File: config.mk
export PLATFORM = sky130hd
export DESIGN_NAME = ir_nec_decoder
export DESIGN_NICKNAME = d
export VERILOG_FILES = /design/src/rtl/ir_nec_decoder_pkg.sv /design/src/rtl/ir_nec_decoder_pulse_timer.sv /design/src/rtl/ir_nec_decoder.sv
export SDC_FILE = /design/constraint.sdc
export NUM_CORES = 1
export LEC_CHECK = 0
export BUFFER_PORTS_ARGS = -buffer_cell sky130_fd_sc_hd__buf_4
export CORE_MARGIN = 1.5
export CORE_UTILIZATION = 29
export DETAILED_ROUTE_END_ITERATION = 10
export HOLD_SLACK_MARGIN = 0.12
export PLACE_DENSITY_LB_ADDON = 0.05
export SLEW_MARGIN = 20
export SYNTH_ARGS = -nofsm -noshare
export SYNTH_HDL_FRONTEND = slang
export SYNTH_SLANG_ARGS = --single-unit
File: constraint.sdc
create_clock -name clk -period 5.9 [get_ports clk]
set_clock_uncertainty 0.05 [all_clocks]
set_input_delay 0.885 -clock clk [delete_from_list [all_inputs] [get_ports clk]]
set_output_delay 0.885 -clock clk [all_outputs]
set_load 0.02 [all_outputs]
File: src/rtl/ir_nec_decoder_pkg.sv
// ir_pkg: shared types and constants for the NEC IR decoder.
//   ir_state_t  - decoder FSM states
//   CNT_W       - width of the tick duration counter
//   *_MIN/*_MAX - accepted pulse-length windows, in 10 us ticks
//   in_window() - inclusive window test on a measured duration
package ir_pkg;

  localparam int CNT_W = 11;
  localparam logic [CNT_W-1:0] DUR_MAX = 11'd2047;

  localparam logic [CNT_W-1:0] LEAD_LO_MIN = 11'd800;
  localparam logic [CNT_W-1:0] LEAD_LO_MAX = 11'd1000;
  localparam logic [CNT_W-1:0] LEAD_HI_MIN = 11'd400;
  localparam logic [CNT_W-1:0] LEAD_HI_MAX = 11'd500;
  localparam logic [CNT_W-1:0] REP_HI_MIN  = 11'd180;
  localparam logic [CNT_W-1:0] REP_HI_MAX  = 11'd270;
  localparam logic [CNT_W-1:0] BIT_LO_MIN  = 11'd40;
  localparam logic [CNT_W-1:0] BIT_LO_MAX  = 11'd72;
  localparam logic [CNT_W-1:0] BIT0_MIN    = 11'd40;
  localparam logic [CNT_W-1:0] BIT0_MAX    = 11'd72;
  localparam logic [CNT_W-1:0] BIT1_MIN    = 11'd140;
  localparam logic [CNT_W-1:0] BIT1_MAX    = 11'd200;

  typedef enum logic [2:0] {
    IDLE     = 3'd0,
    LEAD_LO  = 3'd1,
    LEAD_HI  = 3'd2,
    BIT_LO   = 3'd3,
    BIT_HI   = 3'd4,
    STOP     = 3'd5,
    REP_TAIL = 3'd6,
    CHECK    = 3'd7
  } ir_state_t;

  function automatic logic in_window(input logic [CNT_W-1:0] d,
                                     input logic [CNT_W-1:0] lo,
                                     input logic [CNT_W-1:0] hi);
    return (d >= lo) && (d <= hi);
  endfunction

endpackage

File: src/rtl/ir_nec_decoder_pulse_timer.sv
// ir_pulse_timer: front end of the IR decoder.
//   clk, rst (sync, active-low), irda (async, idle high)
//   fall/rise - one-cycle strobes for edges of the synchronised line
//   tick      - one-cycle strobe every TICK_DIV clocks
//   dur       - ticks since the last edge, saturating at DUR_MAX; it is
//               sampled by the consumer in the edge cycle, then cleared
module ir_pulse_timer
  import ir_pkg::*;
#(
  parameter int TICK_DIV = 500
) (
  input  logic             clk,
  input  logic             rst,
  input  logic             irda,
  output logic             fall,
  output logic             rise,
  output logic             tick,
  output logic [CNT_W-1:0] dur
);

  localparam int PW = (TICK_DIV > 1) ? $clog2(TICK_DIV) : 1;
  localparam logic [PW-1:0] PRE_LAST = PW'(TICK_DIV - 1);

  logic          sync1, sync2, level;
  logic [PW-1:0] pre;

  // Two-flop synchroniser, previous-level register and registered edge strobes.
  always_ff @(posedge clk) begin
    if (!rst) begin
      sync1 <= 1'b1;
      sync2 <= 1'b1;
      level <= 1'b1;
      fall  <= 1'b0;
      rise  <= 1'b0;
    end else begin
      sync1 <= irda;
      sync2 <= sync1;
      level <= sync2;
      fall  <= level & ~sync2;
      rise  <= ~level & sync2;
    end
  end

  // Free-running tick prescaler, restarted by reset.
  always_ff @(posedge clk) begin
    if (!rst) begin
      pre  <= '0;
      tick <= 1'b0;
    end else if (pre == PRE_LAST) begin
      pre  <= '0;
      tick <= 1'b1;
    end else begin
      pre  <= pre + PW'(1);
      tick <= 1'b0;
    end
  end

  // Saturating duration counter, cleared in the cycle an edge is presented.
  always_ff @(posedge clk) begin
    if (!rst) begin
      dur <= '0;
    end else if (fall || rise) begin
      dur <= '0;
    end else if (tick && (dur != DUR_MAX)) begin
      dur <= dur + 11'd1;
    end else begin
      dur <= dur;
    end
  end

endmodule

File: src/rtl/ir_nec_decoder.sv
// ir_nec_decoder: NEC pulse-distance IR frame decoder with key mapping,
// repeat-code handling and a valid/ready key event output.
//   clk, rst (sync, active-low), irda (async demodulated IR, idle high)
//   key_ready  - consumer accepts the pending event
//   key_valid, key_hit, key_id, key_repeat, cmd, addr - event registers
//   frame_err  - pulse: malformed frame aborted
//   overrun    - pulse: event dropped while a previous one was pending
//   busy       - decoder is inside a frame (LEAD_LO .. CHECK)
// KEY_CODES entry i sits at bits [8i+7:8i]; the default places
// blue=0x1C at entry 0 up to power=0x45 at entry 4.
module ir_nec_decoder
  import ir_pkg::*;
#(
  parameter int                  TICK_DIV      = 500,
  parameter int                  DATA_BITS     = 32,
  parameter int                  CHECK_INV     = 1,
  parameter int                  N_KEYS        = 5,
  parameter logic [N_KEYS*8-1:0] KEY_CODES     = {8'h45, 8'h18, 8'h5E, 8'h0C, 8'h1C},
  parameter int                  REPEAT_EN     = 1,
  parameter int                  REPEAT_WINDOW = 12000
) (
  input  logic       clk,
  input  logic       rst,
  input  logic       irda,
  input  logic       key_ready,
  output logic       key_valid,
  output logic       key_hit,
  output logic [3:0] key_id,
  output logic       key_repeat,
  output logic [7:0] cmd,
  output logic [7:0] addr,
  output logic       frame_err,
  output logic       overrun,
  output logic       busy
);

  localparam int RW_W = $clog2(REPEAT_WINDOW + 1);
  localparam logic [RW_W-1:0] RW_LOAD = RW_W'(REPEAT_WINDOW);
  localparam int BI_W = (DATA_BITS > 1) ? $clog2(DATA_BITS) : 1;
  localparam logic [BI_W-1:0] BIT_LAST = BI_W'(DATA_BITS - 1);

  logic             fall, rise, tick, sat;
  logic [CNT_W-1:0] dur;
  ir_state_t        state;
  logic [DATA_BITS-1:0] shreg;
  logic [BI_W-1:0]  bit_idx;
  logic             is_rep;
  logic [RW_W-1:0]  rep_timer;
  logic             have_last, last_hit;
  logic [7:0]       last_addr, last_cmd;
  logic [3:0]       last_id;
  logic [31:0]      word;
  logic [7:0]       frame_addr, frame_cmd;
  logic             inv_ok, lut_hit;
  logic [3:0]       lut_id;
  logic             ev_fire, ev_err, ev_hit, ev_rep;
  logic [7:0]       ev_addr, ev_cmd;
  logic [3:0]       ev_id;

  ir_pulse_timer #(.TICK_DIV(TICK_DIV)) u_timer (
    .clk  (clk),
    .rst  (rst),
    .irda (irda),
    .fall (fall),
    .rise (rise),
    .tick (tick),
    .dur  (dur)
  );

  assign sat        = (dur == DUR_MAX);
  // Bits arrive LSB first, so the first received bit ends up at word[0].
  assign word       = 32'(shreg);
  assign frame_addr = word[7:0];
  assign frame_cmd  = (CHECK_INV != 0) ? word[23:16] : word[15:8];
  assign inv_ok     = (word[15:8] == ~word[7:0]) && (word[31:24] == ~word[23:16]);

  // Command lookup; scanning downwards lets the lowest matching index win.
  always_comb begin
    lut_hit = 1'b0;
    lut_id  = 4'd0;
    for (int i = N_KEYS - 1; i >= 0; i--) begin
      if (frame_cmd == KEY_CODES[8*i +: 8]) begin
        lut_hit = 1'b1;
        lut_id  = 4'(i);
      end else begin
      end
    end
  end

  // CHECK-cycle verdict: new event, integrity error, or silent repeat drop.
  always_comb begin
    ev_fire = 1'b0;
    ev_err  = 1'b0;
    ev_addr = frame_addr;
    ev_cmd  = frame_cmd;
    ev_hit  = lut_hit;
    ev_id   = lut_id;
    ev_rep  = 1'b0;
    if (state == CHECK) begin
      if (is_rep) begin
        ev_addr = last_addr;
        ev_cmd  = last_cmd;
        ev_hit  = last_hit;
        ev_id   = last_id;
        ev_rep  = 1'b1;
        ev_fire = have_last && (rep_timer != {RW_W{1'b0}});
      end else if ((CHECK_INV != 0) && !inv_ok) begin
        ev_err = 1'b1;
      end else begin
        ev_fire = 1'b1;
      end
    end else begin
    end
  end

  // Decoder FSM, repeat window, last-key store and output handshake.
  always_ff @(posedge clk) begin
    if (!rst) begin
      state      <= IDLE;
      shreg      <= '0;
      bit_idx    <= '0;
      is_rep     <= 1'b0;
      rep_timer  <= '0;
      have_last  <= 1'b0;
      last_hit   <= 1'b0;
      last_id    <= 4'd0;
      last_addr  <= 8'd0;
      last_cmd   <= 8'd0;
      key_valid  <= 1'b0;
      key_hit    <= 1'b0;
      key_id     <= 4'd0;
      key_repeat <= 1'b0;
      cmd        <= 8'd0;
      addr       <= 8'd0;
      frame_err  <= 1'b0;
      overrun    <= 1'b0;
      busy       <= 1'b0;
    end else begin
      frame_err <= 1'b0;
      overrun   <= 1'b0;

      if (ev_fire) begin
        rep_timer <= RW_LOAD;
      end else if (tick && (rep_timer != {RW_W{1'b0}})) begin
        rep_timer <= rep_timer - RW_W'(1);
      end

      if (ev_fire && !is_rep) begin
        have_last <= 1'b1;
        last_addr <= ev_addr;
        last_cmd  <= ev_cmd;
        last_hit  <= ev_hit;
        last_id   <= ev_id;
      end

      // A new event may load in the same cycle as a transfer.
      if (ev_fire) begin
        if (!key_valid || key_ready) begin
          key_valid  <= 1'b1;
          key_hit    <= ev_hit;
          key_id     <= ev_id;
          key_repeat <= ev_rep;
          cmd        <= ev_cmd;
          addr       <= ev_addr;
        end else begin
          overrun <= 1'b1;
        end
      end else if (key_valid && key_ready) begin
        key_valid <= 1'b0;
      end

      case (state)
        IDLE: begin
          if (fall) begin
            state <= LEAD_LO;
            busy  <= 1'b1;
          end
        end
        LEAD_LO: begin
          if (rise && in_window(dur, LEAD_LO_MIN, LEAD_LO_MAX)) begin
            state <= LEAD_HI;
          end else if (rise || sat) begin
            state <= IDLE; busy <= 1'b0; frame_err <= 1'b1;
          end
        end
        LEAD_HI: begin
          if (fall && in_window(dur, LEAD_HI_MIN, LEAD_HI_MAX)) begin
            state   <= BIT_LO;
            bit_idx <= '0;
            is_rep  <= 1'b0;
          end else if (fall && (REPEAT_EN != 0) && in_window(dur, REP_HI_MIN, REP_HI_MAX)) begin
            state  <= REP_TAIL;
            is_rep <= 1'b1;
          end else if (fall || sat) begin
            state <= IDLE; busy <= 1'b0; frame_err <= 1'b1;
          end
        end
        BIT_LO: begin
          if (rise && in_window(dur, BIT_LO_MIN, BIT_LO_MAX)) begin
            state <= BIT_HI;
          end else if (rise || sat) begin
            state <= IDLE; busy <= 1'b0; frame_err <= 1'b1;
          end
        end
        BIT_HI: begin
          if (fall && (in_window(dur, BIT0_MIN, BIT0_MAX) || in_window(dur, BIT1_MIN, BIT1_MAX))) begin
            shreg <= {in_window(dur, BIT1_MIN, BIT1_MAX), shreg[DATA_BITS-1:1]};
            if (bit_idx == BIT_LAST) begin
              state <= CHECK;
            end else begin
              bit_idx <= bit_idx + BI_W'(1);
              state   <= BIT_LO;
            end
          end else if (fall || sat) begin
            state <= IDLE; busy <= 1'b0; frame_err <= 1'b1;
          end
        end
        REP_TAIL: begin
          if (rise && in_window(dur, BIT_LO_MIN, BIT_LO_MAX)) begin
            state <= CHECK;
          end else if (rise || sat) begin
            state <= IDLE; busy <= 1'b0; frame_err <= 1'b1;
          end
        end
        CHECK: begin
          state     <= IDLE;
          busy      <= 1'b0;
          frame_err <= ev_err;
        end
        default: begin
          state <= IDLE;
          busy  <= 1'b0;
        end
      endcase
    end
  end

endmodule

==> run metrics <==
initial core utilization=29.61%; clk_lat worst skew=~0.42 ns; register clock-pin slew on the reported worst setup and hold paths=around 0.06 ns; fin crit period=2.501 ns; crit-path cells=nand4_1, nor3_2, or3_1, o211ai_1, nor4_1, mux2i_1; combinational group share of total power=1.4%; ANT nets after route=0; hold bufs inserted after CTS=0; status=completed; Final WS setup=3.399 ns; WP data required=6.19 ns; final setup violation count=0; worst slew pin tran=0.9503 ns; Post-DP HPWL=9813 um; critical path data arrival time=about 2.8 ns; vias in the first global route=4814; RSZ-0062 raised after global routing=no; Area Growth Syn to Fin=15.90%; Syn Std Cell Area=6011 um^2; initial antenna violation count=0; Worst Path Class, Setup=reg -> reg; Syn. warnings=0; GP Congestion=between 0.7 and 0.8; DRC=0; highest clock rate=399.8 MHz; P_sw=about 0.42 mW; grt ovf=0; internal power component=between 1.5 and 2 mW; first-pass GRT wire length=24540 um; CTS tree=yes; Slew Limit Fails=0; CTS Buf Count=17; max_slew headroom=36.65%; Max stage delay on crit path=0.58 ns; drt total wl=14710 um; post_cts resized=0; Final Hold Vio Count=0; Clock Path Buffers=2; Clk network pwr share=a little over half; pwr/cell area=286.5 nW/um^2; Hold Slack=between 0.3 and 0.4 ns; max_cap viols=0; Worst Path Max Fanout=14; Global Route Usage Sum=approximately 14%; Nets=~700; Top Ports=30; crit end category=register; ANT cells=0; Critical-path top delay cell=dfxtp_1; Via-to-Cell Ratio=4.894; main flop type after synthesis=dfxtp_1; number of library cell types mapped by synthesis=60; switch share=a little over a fifth; synthesized flop and latch total=129; syn nets=between 700 and 800; # Post-CTS Setup Buffers=0; Seq pwr share=44.0%; Async SR Flop Fraction=0%; Hold Path Class=reg -> reg; WL/cell=14.98 um; DR iter-0 viols=294; DP Worst Slack=3.349 ns; pin count of the biggest net entering global routing=86; number of synthesized flops with an enable pin=0; chip height=147.0 um; Tcrit/Tclk final=a little over two fifths; floorplan row count=52; Die W=147.0 um; htree depth=4; Worst VDD drop=175.9 uV; die footprint=21600 um^2; core area=roughly 20000 um^2; Mapped Cells=698; root buffer cell=clkbuf_16; Clock Sinks=129; share of layout cells above drive strength 1=12.22%; register area share after synthesis=roughly 43%; Post-Syn Area per Cell=~8.6 um^2; final setup TNS=0 ns; leak pwr=about 2.5 nW; CP startpoint kind=register; IO Port Bufs=29; Vias=about 4800; TritonRoute pass-1 iters=4
Yosys cell counts (12+ instances only):
master	n	area share [%]
inv_1	12	0.75
clkbuf_1	27	1.7
a311oi_1	18	2.6
o21ai_0	12	1.0
a21oi_1	74	6.2
buf_2	18	1.5
dfxtp_1	129	43
nor2_1	75	4.7
xnor2_1	26	3.8
nor3_1	12	1.0
nand3_1	15	1.2
nand2_1	99	6.2
xor2_1	17	2.5
mux2i_1	41	6.8
metrics by stage:
stage               utilization [%]  total power [mW]  area (um^2)  cells
global route                  34.32             2.079         6967    982
CTS                           34.32             2.035         6967    982
finish                        34.32             1.996         6967    982
detailed placement            31.28            0.9254         6350    950
global placement              31.28            0.9263         6350    950
floorplan                         -            0.9161         6011    698
state kept, by name, summed over array words and instances (netlist names), 3 cells and up:
| register | cells |
|---|---|
| u_timer.pre | 9 |
| shreg | 32 |
| last_addr | 8 |
| state | 3 |
| addr | 8 |
| last_cmd | 8 |
| u_timer.dur | 11 |
| key_id | 4 |
| last_id | 4 |
| cmd | 8 |
| rep_timer | 14 |
| bit_idx | 5 |
metal layers:
layer / up-vias / wire [um] / track usage, %
met5: - / 0 / 0
met4: 0 / 226 / 4.850
met3: 19 / 377 / 3.385
met2: 61 / 7136 / 23.94
met1: 2273 / 6973 / 17.76
li1: 2453 / - / -
cells by family (layout without fill, tap and decap cells):
group,after synthesis,after routing,synth area share (%)
buffers and inverters,65,79,5.183
xor gates and xnor gates,43,43,6.266
and+or+nand+nor,266,266,21.48
AOI/OAI and AO/OA,147,147,15.84
muxes,42,42,7.015
adders and majority gates,6,6,1.249
DFF,129,129,42.96
cell type report:
| class | count | area, um^2 |
|---|---|---|
| fillers | 2155 | 13330 |
| multi-input cells | 504 | 3122 |
| flip-flops and latches | 129 | 2582 |
| clock buffers | 21 | 460.4 |
| well taps | 270 | 337.8 |
| repair buffers | 35 | 262.8 |
| clock inverters | 11 | 156.4 |
| inverters | 12 | 45.04 |
worst max-delay path: cells and delay by family (launching register included):
kind            cells  cell delay, ns
mux                 1            0.22
compound gates      1            0.09
flops               1            0.58
simple gates        4            1.50
power groups by stage:
stage | combinational (mW) | clock, mW | sequential, mW
2_1_floorplan | 0.0206 | 0 | 0.896
6_report | 0.0281 | 1.09 | 0.878
3_3_place_gp | 0.0292 | 0 | 0.897
3_5_place_dp | 0.0285 | 0 | 0.897
4_1_cts | 0.0288 | 1.13 | 0.878
5_1_grt | 0.0317 | 1.17 | 0.878
path summary, 6_finish.rpt:
kind	start	endpoint	slack, ns	depth (start not counted)
hold reg to reg	u_timer.sync1	u_timer.sync2	0.38	1
hold / removal	u_timer.sync1	u_timer.sync2	0.38	1
setup / recovery	u_timer.dur[5]	busy	3.40	6
setup reg to reg	u_timer.dur[5]	busy	3.40	6
placed cells by master, fill, tap and decap left out, types with 5 or more instances in the layout:
master,Yosys,routed
nand4_1,9,9
clkinv_4,0,5
xor2_1,17,17
o211ai_1,6,6
dfxtp_1,129,129
nand3_1,15,15
nor2b_1,5,5
nor3_1,12,12
a311oi_1,18,18
inv_1,12,11
and3_1,7,7
or3_1,8,8
xnor2_1,26,26
nor2_1,75,73
nor4_2,5,5
ha_1,6,6
buf_4,4,35
o21ai_0,12,12
a21oi_1,74,74
mux2i_1,41,41
nand2_1,99,99
nand2b_1,7,7
clkbuf_16,0,17
No activity file was read; power rests on OpenSTA's default activity.
